===== config.mk =====
export PLATFORM = sky130hd
export DESIGN_NAME = tx_rf_frontend_sequencer
export DESIGN_NICKNAME = d
export VERILOG_FILES = /design/src/rtl/tx_rf_frontend_sequencer.sv
export SDC_FILE = /design/constraint.sdc
export NUM_CORES = 1
export LEC_CHECK = 0
export BUFFER_PORTS_ARGS = -buffer_cell sky130_fd_sc_hd__buf_2
export CAP_MARGIN = 20
export CORE_ASPECT_RATIO = 0.8
export CORE_MARGIN = 5
export CORE_UTILIZATION = 35
export CTS_CLUSTER_SIZE = 20
export DETAILED_ROUTE_END_ITERATION = 7
export GPL_TIMING_DRIVEN = 0
export PLACE_DENSITY_LB_ADDON = 0.3
export SYNTH_ARGS = -nofsm -noshare
export SYNTH_HDL_FRONTEND = slang
export SYNTH_SLANG_ARGS = --single-unit

===== constraint.sdc =====
create_clock -name clk -period 3.4 [get_ports clk]
set_clock_uncertainty 0.2 [all_clocks]
set_input_delay 0.68 -clock clk [delete_from_list [all_inputs] [get_ports clk]]
set_output_delay 0.68 -clock clk [all_outputs]
set_load 0.01 [all_outputs]

===== src/rtl/tx_rf_frontend_sequencer.sv =====
// tx_rf_frontend_sequencer
//   Sequences the RF front end around one transmission: LNA off, T/R switch
//   to TX, PA on, then grants the baseband TX start. When the RF TX window
//   closes the front end is restored to RX in reverse order.
//
// Ports
//   clk, rst          clock, synchronous active-high reset
//   tx_start_req      1-cycle request from tx_control
//   tx_rf_is_ongoing  level, RF TX window (only looked at in ACTIVE)
//   tsf_pulse_1M      1 us tick, watchdog timebase
//   guard_*_top       guard time minus one, per switching step
//   watchdog_top      max ACTIVE time in us, 0 disables the watchdog
//   lna_en, tr_sw_tx, pa_en   front-end control levels
//   tx_grant, seq_done, req_dropped, watchdog_fired   1-cycle pulses
//   seq_busy, seq_state        status / debug
//
// Configuration
//   TX_WATCHDOG_EN  when defined, a microsecond watchdog can abort ACTIVE.
//                   When undefined, ACTIVE ends only on the RF window
//                   closing and watchdog_fired stays low.
module tx_rf_frontend_sequencer #(
  parameter int GUARD_W = 8,
  parameter int WDOG_W  = 16
) (
  input  logic               clk,
  input  logic               rst,
  input  logic               tx_start_req,
  input  logic               tx_rf_is_ongoing,
  input  logic               tsf_pulse_1M,
  input  logic [GUARD_W-1:0] guard_lna_top,
  input  logic [GUARD_W-1:0] guard_sw_top,
  input  logic [GUARD_W-1:0] guard_pa_top,
  input  logic [WDOG_W-1:0]  watchdog_top,
  output logic               lna_en,
  output logic               tr_sw_tx,
  output logic               pa_en,
  output logic               tx_grant,
  output logic               seq_done,
  output logic               req_dropped,
  output logic               watchdog_fired,
  output logic               seq_busy,
  output logic [2:0]         seq_state
);

  typedef enum logic [2:0] {
    S_IDLE    = 3'd0,
    S_LNA_OFF = 3'd1,
    S_SW_TX   = 3'd2,
    S_PA_ON   = 3'd3,
    S_ACTIVE  = 3'd4,
    S_PA_OFF  = 3'd5,
    S_SW_RX   = 3'd6,
    S_LNA_ON  = 3'd7
  } state_t;

  state_t             state;
  state_t             next_state;
  logic [GUARD_W-1:0] guard_cnt;
  logic [GUARD_W-1:0] guard_top_q;
  logic [GUARD_W-1:0] entry_top;
  logic               guard_done;
  logic               state_change;
  logic               rf_seen;
  logic               rf_exit;
  logic               wd_hit;

  // The guard top is captured at state entry, so a state ends when the
  // counter reaches that captured value; live top changes wait for the
  // next entry.
  assign guard_done = (guard_cnt == guard_top_q);
  assign rf_exit    = rf_seen && !tx_rf_is_ongoing;
  assign seq_state  = state;

`ifdef TX_WATCHDOG_EN
  logic [WDOG_W-1:0] wd_cnt;

  // Microsecond counter restarted on each ACTIVE entry; saturates so a
  // long ACTIVE cannot wrap back onto a small limit.
  always_ff @(posedge clk) begin
    if (rst) begin
      wd_cnt <= '0;
    end else if (state_change && next_state == S_ACTIVE) begin
      wd_cnt <= '0;
    end else if (state == S_ACTIVE && tsf_pulse_1M && wd_cnt != '1) begin
      wd_cnt <= wd_cnt + WDOG_W'(1);
    end
  end

  assign wd_hit = (state == S_ACTIVE) && (watchdog_top != '0) &&
                  (wd_cnt == watchdog_top);
`else
  logic unused_wdog_inputs;
  assign unused_wdog_inputs = ^{tsf_pulse_1M, watchdog_top};
  assign wd_hit = 1'b0;
`endif

  // Next-state decode and the guard top to capture for the state entered.
  always_comb begin
    next_state = state;
    entry_top  = '0;
    case (state)
      S_IDLE:    if (tx_start_req)       next_state = S_LNA_OFF;
      S_LNA_OFF: if (guard_done)         next_state = S_SW_TX;
      S_SW_TX:   if (guard_done)         next_state = S_PA_ON;
      S_PA_ON:   if (guard_done)         next_state = S_ACTIVE;
      S_ACTIVE:  if (rf_exit || wd_hit)  next_state = S_PA_OFF;
      S_PA_OFF:  if (guard_done)         next_state = S_SW_RX;
      S_SW_RX:   if (guard_done)         next_state = S_LNA_ON;
      S_LNA_ON:  if (guard_done)         next_state = S_IDLE;
      default:                           next_state = S_IDLE;
    endcase
    state_change = (next_state != state);
    case (next_state)
      S_LNA_OFF, S_LNA_ON: entry_top = guard_lna_top;
      S_SW_TX,   S_SW_RX:  entry_top = guard_sw_top;
      S_PA_ON,   S_PA_OFF: entry_top = guard_pa_top;
      default:             entry_top = '0;
    endcase
  end

  // State register plus registered outputs decoded from the state being
  // entered, so every level changes on the entering edge.
  always_ff @(posedge clk) begin
    if (rst) begin
      state          <= S_IDLE;
      guard_cnt      <= '0;
      guard_top_q    <= '0;
      rf_seen        <= 1'b0;
      lna_en         <= 1'b1;
      tr_sw_tx       <= 1'b0;
      pa_en          <= 1'b0;
      tx_grant       <= 1'b0;
      seq_done       <= 1'b0;
      req_dropped    <= 1'b0;
      watchdog_fired <= 1'b0;
      seq_busy       <= 1'b0;
    end else begin
      state <= next_state;
      if (state_change) begin
        guard_cnt   <= '0;
        guard_top_q <= entry_top;
      end else if (!guard_done) begin
        guard_cnt <= guard_cnt + GUARD_W'(1);
      end
      if (state_change) begin
        rf_seen <= 1'b0;
      end else if (state == S_ACTIVE && tx_rf_is_ongoing) begin
        rf_seen <= 1'b1;
      end
      lna_en         <= (next_state == S_IDLE) || (next_state == S_LNA_ON);
      tr_sw_tx       <= (next_state >= S_SW_TX) && (next_state <= S_PA_OFF);
      pa_en          <= (next_state == S_PA_ON) || (next_state == S_ACTIVE);
      tx_grant       <= (state == S_PA_ON) && (next_state == S_ACTIVE);
      seq_done       <= (state == S_LNA_ON) && (next_state == S_IDLE);
      req_dropped    <= tx_start_req && (state != S_IDLE);
      // A normal end of the RF window takes precedence over a watchdog hit
      // in the same cycle.
      watchdog_fired <= wd_hit && !rf_exit;
      seq_busy       <= (next_state != S_IDLE);
    end
  end

endmodule


==> summary.md, run 1 <==
| Metric | Value |
|---|---|
| Antenna viol nets, final | 0 |
| Synthesized-area fraction occupied by adder cells | 0.861% |
| RSZ-0062 raised after global routing | no |
| Crit. End Element | flip-flop |
| Seq/Total Area, Yosys | 37.2% |
| # port buffers | 36 |
| Worst-path fanout max | 10 |
| # IOs | 56 |
| Clock root buffer | clkbuf_8 |
| Clk_lat worst skew | 0.27 ns |
| Area after DPL | approximately 1700 um2 |
| Die area | around 5500 um2 |
| Dpl cells | ~250 |
| CP required | around 3.3 ns |
| CTS Hold Buffers Added | 0 |
| GRT Overall Usage | 14.0% |
| Final std cells w/o fill | around 250 |
| Synth area leaders | dfxtp_1 (37%), o221ai_2 (8.3%), o2111ai_1 (6.0%) |
| Delay-heaviest family, CP | compound AO/OA/AOI/OAI gates |
| Fin crit share | between 60% and 70% |
| Max-slew headroom | slightly above 60% |
| Die height | slightly below 70 um |
| Post-Syn Instances | between 150 and 200 |
| TritonCTS clock tree | yes |
| Fin worst setup slack | roughly 1.1 ns |
| Pre-antenna DRT Iters | 4 |
| Total number of vias | ~1300 |
| Placer Congestion | 0.756 |
| Core Region | around 4100 um2 |
| Largest net degree at the start of global routing | 16 |
| Initial antenna violation count | 0 |
| Startpoint types | flip-flop |
| Synth Cell Area | roughly 1500 um2 |
| Mux cell area share after synthesis | less than 1% |
| Routed WL per cell | 14.4 um |
| Power density over the cells | between 800 and 900 nW/um2 |
| Number of synthesized flops with an enable pin | 0 |
| Clk sinks | 27 |
| # diodes | 0 |
| CTS resizes | 0 |
| Synth Area in XOR/XNOR | between 8 and 9% |
| Flops & latches, synth | 27 |
| Simple-gate share of the synthesized area | between 10 and 15% |
| Worst-path clk slew | around 0.09 ns |
| Ys Warns | 0 |
| Place WS | ~0.97 ns |
| Main combinational cell family by area after synthesis | compound AO/OA/AOI/OAI gates |
| Syn Area/Cell | roughly 9.6 um2 |
| Leakage | 0.622 nW |
| TNS Setup | 0 ns |
| Max Root-Sink Buffers | 2 |
| Worst VDD drop | roughly 370 uV |
| Initial Util | 35.4% |
| Asr flop ratio synth | 0% |
| # H-tree levels | 1 |
| Buf/Inv on CP | 2 |
| Final wirelength | 3.58 mm |
| Crit-path cells | xnor2_1 -> nand4_1 -> buf_4 -> o32ai_4 -> or2_1 -> buf_6 -> o221ai_2 |
| CP max stage cell | dfxtp_1 |
| Worst min-delay path class | flip-flop to flip-flop |
| CP Data Arrival Time | 2.20 ns |
| Vias/cell | roughly 5.3 |
| Critical setup path kind | flip-flop to flip-flop |
| Fin. max-slew vios | 0 |
| Worst Max-Slew Pin Slew | ~0.58 ns |
| 1st-iter DRT viols | 93 |
| # DRC | 0 |
| Max-Cap Viols | 0 |
| Vias in the first global route | 1314 |
| Post-DP HPWL | around 2.7 mm |
| Final hold vios | 0 |
| Status | complete, no violations |
| Ys flop type | dfxtp_1 |
| Post-layout nets | 239 |
| Share of cells above drive strength 1 | 31.8% |
| Total congestion overflow | 0 |
| FMAX | approximately 440 MHz |
| Die Wd | 82.0 um |
| Post-synthesis compound-gate area fraction | a little under a third |
| Minimum clock period | approximately 2.3 ns |
| Mapped Nets | about 200 |
| Post CTS Setup Buffer Count | 0 |
| Synth-to-Final Area Change | 20.5% |
| Final Instance Area | 1750 um2 |
| Final Setup Violations | 0 |
| Top-area cell type share of the netlist area | 37.2% |
| Cell taking the most area after synthesis | dfxtp_1 |
| Core Rows | 21 |
| Post-synth cell types | 37 |
| Worst hold slack | between 0.3 and 0.4 ns |
| TritonCTS Buffers | 3 |
| Critical path's largest stage delay | 0.48 ns |
| Global-route wire length before repair | roughly 6.1 mm |
-- per-layer routing --
| metal | vias to the layer above | share of wire (%) | GRT usage, % |
|---|---|---|---|
| li1 | 658 | - | - |
| met1 | 619 | 49 | 19.1 |
| met3 | 2 | 8.3 | 4.67 |
| met4 | 0 | 0.53 | 2.49 |
| met2 | 50 | 42 | 21.8 |
| met5 | - | 0 | 0 |
-- cells in the final DEF, fill, tap and decap left out, types with 4 or more instances in the layout --
cell / synthesis / layout
a21oi_1: 6 / 6
a32oi_1: 8 / 8
buf_2: 3 / 39
buf_4: 4 / 4
clkbuf_1: 4 / 4
dfxtp_1: 27 / 27
nand3_1: 9 / 9
nor2_1: 15 / 15
nor3_1: 4 / 4
o2111ai_1: 10 / 10
o21ai_0: 8 / 8
o221ai_2: 8 / 8
xnor2_1: 10 / 10
xor2_1: 4 / 4
-- power by group --
group,switching [mW],internal [mW],leakage (nW)
clock,0.0991,0.0822,0.0255
combinational,0.529,0.332,0.376
sequential,0.0713,0.397,0.220
total,0.699,0.811,0.622
-- worst reg2reg max path: cells and delay by family (launching register included) --
kind,cells,cell delay [ns]
buffers and inverters,2,0.37
DFF,1,0.48
and+or+nand+nor,2,0.34
xor gates and xnor gates,1,0.16
AOI/OAI and AO/OA,2,0.58
-- synthesized netlist by cell type, types with 2 or more instances --
library cell,count
xnor2_1,10
nor2_1,15
a32oi_1,8
nand4_1,3
buf_2,3
a21oi_1,6
clkbuf_1,4
nor3_1,4
nand3_1,9
nand2b_1,3
o21ai_0,8
or3_1,3
xor2_1,4
o2111ai_1,10
buf_6,2
buf_4,4
nand2_1,3
dfxtp_1,27
o221ai_2,8
-- metrics by stage --
| stage | util (%) | total power [mW] |
|---|---|---|
| detailed placement | 41.6 | 1.33 |
| CTS | 42.7 | 1.52 |
| floorplan | - | 1.14 |
| finish | 42.7 | 1.51 |
| global route | 42.7 | 1.64 |
| global placement | 41.6 | 1.33 |
-- cells by family after synthesis --
group / count (synthesis)
other cells: 1
mux: 1
fa+ha+maj: 1
compound gates: 48
buf+inv: 16
flops: 27
simple gates: 44
xor+xnor: 14
-- layout make-up --
cell class | instances | area, um2
buffer | 13 | 82.6
clock buffer | 3 | 41.3
clock inverter | 1 | 5.00
fill | 445 | 2350
inverter | 3 | 11.3
multi-input combinational | 109 | 818
sequential | 27 | 541
tap | 57 | 71.3
timing repair buffer | 36 | 180
-- final timing paths --
| path | end | from | slack (ns) | cells after the start |
|---|---|---|---|---|
| worst max-delay path | guard_top_q[1]$_SDFFE_PP0P_ | guard_cnt[0]$_SDFFE_PP0N_ | 1.14 | 7 |
| worst min register to register | rf_seen$_SDFFE_PP0P_ | rf_seen$_SDFFE_PP0P_ | 0.31 | 2 |
| worst min-delay path | rf_seen$_SDFFE_PP0P_ | rf_seen$_SDFFE_PP0P_ | 0.31 | 2 |
| worst max register to register | guard_top_q[1]$_SDFFE_PP0P_ | guard_cnt[0]$_SDFFE_PP0N_ | 1.14 | 7 |
(Power assumes the default switching activity.)
==> run 2, diff against run 1 <==
- clock period: 3.4 -> 2.3 ns (I/O delays scaled with it)
==> run 2 against run 1 <==
Effect of this change: routed wire length is 0.98% higher; non-clock buffer count increased by 3; register-to-register slack lost 0.97 ns; critical path depth is the same; hold slack lost 0.065 ns; combinational power rose by 50%; first-iteration DRC count up 5.4%; sequential power increased by 48%; sequential cell count did not move; largest power group unchanged.
==> summary.md, run 2 (same netlist as run 1, synthesis figures left out) <==
| Metric | Value |
|---|---|
| Status | complete, no violations |
| Die Wd | 82.0 um |
| Placer Congestion | between 0.7 and 0.8 |
| Post-layout nets | 242 |
| Total number of vias | ~1400 |
| Largest net degree at the start of global routing | 16 |
| Max-slew headroom | 62.2% |
| Max-Cap Viols | 0 |
| Fin crit share | just over 90% |
| CP Data Arrival Time | roughly 2.1 ns |
| 1st-iter DRT viols | a little under 100 |
| Crit-path cells | xnor2_1 -> nand4_1 -> o311a_1 -> buf_6 -> or2_1 -> buf_6 -> o221ai_2 |
| Initial Util | 35.4% |
| Buf/Inv on CP | 2 |
| Clock root buffer | clkbuf_8 |
| Crit. End Element | flip-flop |
| Critical setup path kind | flip-flop to flip-flop |
| Clk sinks | 27 |
| GRT Overall Usage | 14.0% |
| Antenna viol nets, final | 0 |
| Vias/cell | ~5.4 |
| Worst hold slack | between 0.2 and 0.25 ns |
| Die area | between 5000 and 6000 um2 |
| Worst min-delay path class | primary input to flip-flop |
| Total congestion overflow | 0 |
| Dpl cells | approximately 250 |
| TNS Setup | 0 ns |
| Delay-heaviest family, CP | compound AO/OA/AOI/OAI gates |
| Post-DP HPWL | ~2.7 mm |
| FMAX | around 470 MHz |
| Die height | around 68 um |
| Power density over the cells | 1270 nW/um2 |
| # DRC | 0 |
| Minimum clock period | approximately 2.1 ns |
| Final hold vios | 0 |
| Pre-antenna DRT Iters | 4 |
| Worst-path clk slew | around 0.090 ns |
| Worst-path fanout max | 9 |
| Startpoint types | flip-flop |
| Routed WL per cell | 14.3 um |
| # H-tree levels | 1 |
| CP required | about 2.3 ns |
| Most common cell after layout, fill and taps aside | buf_2 |
| # IOs | 56 |
| Total power | roughly 2.3 mW |
| Max Root-Sink Buffers | 2 |
| Leakage | about 0.64 nW |
| Clk_lat worst skew | 0.27 ns |
| TritonCTS Buffers | 3 |
| Final core occ | ~43% |
| Commonest non-fill, non-tap cells in the layout | buf_2 (38), dfxtp_1 (27), nor2_1 (15), xnor2_1 (10), o2111ai_1 (10) |
| Final Setup Violations | 0 |
| Core Region | 4100 um2 |
| CP max stage cell | dfxtp_1 |
| # port buffers | 36 |
| Cell mode on critical path | buf_6 |
| Critical path's largest stage delay | about 0.48 ns |
| Initial antenna violation count | 0 |
| Share of cells above drive strength 1 | around a third |
| Fin. max-slew vios | 0 |
| # diodes | 0 |
| Global-route wire length before repair | about 6.1 mm |
| Worst Max-Slew Pin Slew | between 0.5 and 0.6 ns |
| Final std cells w/o fill | 252 |
| Core Rows | 21 |
| Final wirelength | around 3.6 mm |
| Synth-to-Final Area Change | 22.2% |
| CTS Hold Buffers Added | 0 |
| Worst VDD drop | 616 uV |
| TritonCTS clock tree | yes |
| Vias in the first global route | approximately 1300 |
## run 2: cell count changes in the layout (fill, tap and decap cells not counted)
cell	delta
buf_4	+3
buf_2	-1
clkbuf_4	+1
## run 2: through the flow
| stage | setup slack (ns) | area, um2 |
|---|---|---|
| global placement | 0.0638 | 1700 |
| finish | 0.169 | 1780 |
| CTS | 0.0345 | 1750 |
| detailed placement | 0.0612 | 1700 |
| global route | -0.0000298 | 1780 |
| floorplan | 0.345 | 1450 |
## run 2: worst reg2reg max path: cells and delay by family, from the launching register on
kind                   cells  cell delay (ns)
AND/OR/NAND/NOR            2             0.36
buffers and inverters      2             0.29
XOR/XNOR                   1             0.16
flip-flops                 1             0.48
AO/OA/AOI/OAI              2             0.56
## run 2: power breakdown
part | internal [mW] | switching, mW
clock network | 0.122 | 0.148
registers | 0.587 | 0.105
logic | 0.509 | 0.784
total | 1.22 | 1.04
## run 2: per-layer routing
layer | global-route usage (%) | part of all wire, % | up-vias
met3 | 4.67 | 9.2 | 4
met5 | 0 | 0 | -
li1 | - | - | 664
met4 | 2.49 | 0.75 | 0
met1 | 19.1 | 49 | 633
met2 | 21.8 | 41 | 52
## run 2: final timing paths
kind | from | end | slack [ns] | depth (start not counted)
max | guard_cnt[0]$_SDFFE_PP0N_ | guard_top_q[1]$_SDFFE_PP0P_ | 0.17 | 7
min | tx_start_req | req_dropped$_SDFF_PP0_ | 0.24 | 3
max reg2reg | guard_cnt[0]$_SDFFE_PP0N_ | guard_top_q[1]$_SDFFE_PP0P_ | 0.17 | 7
min reg2reg | rf_seen$_SDFFE_PP0P_ | rf_seen$_SDFFE_PP0P_ | 0.31 | 2
## run 2: cell type report
type                            instances  area, um2
Tap cell                               57       71.3
Timing Repair Buffer                   39        203
Clock inverter                          1       5.00
Inverter                                3       11.3
Buffer                                 13       85.1
Clock buffer                            3       41.3
Fill cell                             445       2320
Multi-Input combinational cell        109        818
Sequential cell                        27        541
## run 2: what timing repair did
item                       4_1_cts  5_1_grt
buffers inserted                 0        3
hold endpoints to repair         0        0
setup endpoints to repair        0        9
gates resized for setup          0        1
==> run 3, diff against run 2 <==
- ABC_AREA: not set -> 1
- CAP_MARGIN: 20 -> not set
- clock period: 2.3 -> 2.5 ns (I/O delays scaled with it)
==> run 3 against run 2 <==
Effect of this change: critical path depth rose by 7; non-clock buffer count decreased by 9; synthesized area rose by 6.6%; highest routed layer unchanged.
==> summary.md, run 3 <==
| Metric | Value |
|---|---|
| Max Root-Sink Buffers | 2 |
| # H-tree levels | 1 |
| Initial antenna violation count | 0 |
| CP Data Arrival Time | roughly 2.1 ns |
| 1st-iter DRT viols | about 140 |
| Min-delay src | rst |
| # IOs | 56 |
| Leakage | ~0.90 nW |
| Top cells by count, synth | nand2_1 (64), nand3_1 (49), dfxtp_1 (27) |
| Fin crit share | between 80% and 90% |
| FMAX | 476 MHz |
| CTS Hold Buffers Added | 0 |
| Number of synthesized flops with an enable pin | 0 |
| Die area | just under 6000 um2 |
| Clock root buffer | clkbuf_8 |
| Fin. max-slew vios | 0 |
| Status | complete, no violations |
| Worst-path fanout max | 10 |
| Mapped Nets | 279 |
| Initial Util | between 30% and 40% |
| Post-DP HPWL | between 2 and 3 mm |
| Top-area cell type share of the netlist area | a little over a third |
| Total congestion overflow | 0 |
| Commonest non-fill, non-tap cells in the layout | nand2_1 (64), nand3_1 (49), buf_2 (37), dfxtp_1 (27), inv_1 (24) |
| Cell taking the most area after synthesis | dfxtp_1 |
| Most common cell after layout, fill and taps aside | nand2_1 |
| Worst VDD drop | 781 uV |
| Launching point of the worst reg2reg path | guard_cnt[5]$_SDFFE_PP0N_ |
| Startpoint types | flip-flop |
| TritonCTS Buffers | 3 |
| Post-synth cell types | 25 |
| # DRC | 0 |
| Final hold vios | 0 |
| Pre-antenna DRT Iters | 4 |
| Antenna viol nets, final | 0 |
| CTS resizes | 0 |
| Critical setup path kind | flip-flop to flip-flop |
| Final Setup Violations | 0 |
| Die Wd | 84.4 um |
| Synth-to-Final Area Change | 19.2% |
| Synth Cell Area | ~1500 um2 |
| Core Rows | 21 |
| Cell mode on critical path | nand2_1 |
| Clk_lat worst skew | 0.27 ns |
| # port buffers | 36 |
| Final core occ | 43.7% |
| Area after DPL | about 1800 um2 |
| # diodes | 0 |
| Final wirelength | about 3.5 mm |
| Core Region | 4230 um2 |
| Synth Area in XOR/XNOR | around 2.3% |
| Post CTS Setup Buffer Count | 0 |
| Main combinational cell family by area after synthesis | simple AND/OR/NAND/NOR gates |
| Global-route wire length before repair | about 6.1 mm |
| Flops & latches, synth | 27 |
| Vias/cell | approximately 4.6 |
| Vias in the first global route | about 1400 |
| Placer Congestion | roughly 0.87 |
| Share of cells above drive strength 1 | between 20% and 30% |
| Final Instance Area | about 1800 um2 |
| Die height | 69.5 um |
| Synthesized-area fraction occupied by adder cells | less than 1% |
| Final std cells w/o fill | between 300 and 400 |
| Simple-gate share of the synthesized area | 46.4% |
| Ys flop type | dfxtp_1 |
| Crit-path cells | nand2_1 -> nand2_1 -> nand2_2 -> nor2_2 -> nand2_2 -> buf_6 -> nand3_1 -> nand2_1 -> nor2_1 -> nand2_2 -> nand3_1 -> nand3_1 -> nand2_1 -> nand2_1 |
| Crit path launch | guard_cnt[5]$_SDFFE_PP0N_ |
| Minimum clock period | about 2.1 ns |
| Seq/Total Area, Yosys | approximately a third |
| Dpl cells | 326 |
| Most common cell in the netlist | nand2_1 |
| Post-synthesis compound-gate area fraction | 4.60% |
| Asr flop ratio synth | 0% |
| Crit. End Element | flip-flop |
| GRT Overall Usage | 12.3% |
| Power density over the cells | approximately 1100 nW/um2 |
| TNS Setup | 0 ns |
| Post-Syn Instances | 233 |
| TritonCTS clock tree | yes |
| CP required | 2.47 ns |
| Synth area leaders | dfxtp_1 (35%), nand3_1 (16%), nand2_1 (16%) |
| Syn Area/Cell | around 6.6 um2 |
| Largest net degree at the start of global routing | 16 |
| Total number of vias | around 1500 |
| Max-Cap Viols | 0 |
| Mux cell area share after synthesis | 0% |
| Clk sinks | 27 |
| Routed WL per cell | ~11 um |
| Ys Warns | 0 |
| Worst min-delay path class | primary input to flip-flop |
| RSZ-0062 raised after global routing | no |
| Post-layout nets | 320 |
| CP max stage cell | dfxtp_1 |
| Worst-path clk slew | 0.09 ns |
| Critical path's largest stage delay | between 0.4 and 0.5 ns |
==> run 3: cell count changes after synthesis, moves of 4 or more <==
cell,delta
a32oi_1,-8
nand3_1,+40
o21ai_0,-7
nand2_2,+8
o221ai_2,-8
o2111ai_1,-10
inv_1,+23
a21oi_1,+6
nand2_1,+61
xnor2_1,-7
nor2_2,+4
==> run 3: cell type report <==
class | count | area (um2)
Timing Repair Buffer | 36 | 180
Clock buffer | 3 | 41.3
Fill cell | 465 | 2380
Inverter | 28 | 105
Buffer | 7 | 61.3
Clock inverter | 1 | 5.00
Tap cell | 57 | 71.3
Sequential cell | 27 | 541
Multi-Input combinational cell | 171 | 842
==> run 3: worst max-delay path, delay by kind of cell (launching register included) <==
family / cells / cell delay, ns
buf+inv: 1 / 0.14
flops: 1 / 0.44
simple gates: 13 / 1.21
==> run 3: metrics by stage <==
| step | setup WS, ns | hold WS (ns) | power, mW |
|---|---|---|---|
| after floorplan | 0.701 | 0.226 | 1.55 |
| after global placement | 0.444 | 0.244 | 1.84 |
| after detailed placement | 0.426 | 0.249 | 1.84 |
| after CTS | 0.412 | 0.219 | 2.10 |
| after global routing | 0.104 | 0.220 | 2.27 |
| final | 0.399 | 0.230 | 2.07 |
==> run 3: cell families (layout without fill, tap and decap cells) <==
kind of cell / count (synthesis) / in the layout
and+or+nand+nor: 151 / 151
buffers and inverters: 35 / 75
DFF: 27 / 27
AOI/OAI and AO/OA: 14 / 14
xor gates and xnor gates: 4 / 4
adders and majority gates: 1 / 1
other: 1 / 1
==> run 3: layer usage <==
layer	vias up	track usage (%)	part of all wire, %
met5	-	0	0
li1	827	-	-
met1	633	18.6	55
met4	0	2.64	0.83
met3	2	3.44	6.4
met2	49	17.3	37
==> run 3: final timing paths <==
| kind | depth (start not counted) | end | slack (ns) |
|---|---|---|---|
| worst max-delay path | 14 | guard_top_q[2]$_SDFFE_PP0P_ | 0.40 |
| worst min-delay path | 2 | seq_state[1]$_SDFF_PP0_ | 0.23 |
| worst max register to register | 14 | guard_top_q[2]$_SDFFE_PP0P_ | 0.40 |
| worst min register to register | 2 | rf_seen$_SDFFE_PP0P_ | 0.26 |
==> run 3: where the power goes <==
group / switching, mW / internal, mW
Clock: 0.129 / 0.111
Sequential: 0.0598 / 0.511
Combinational: 0.834 / 0.422
Total: 1.02 / 1.04
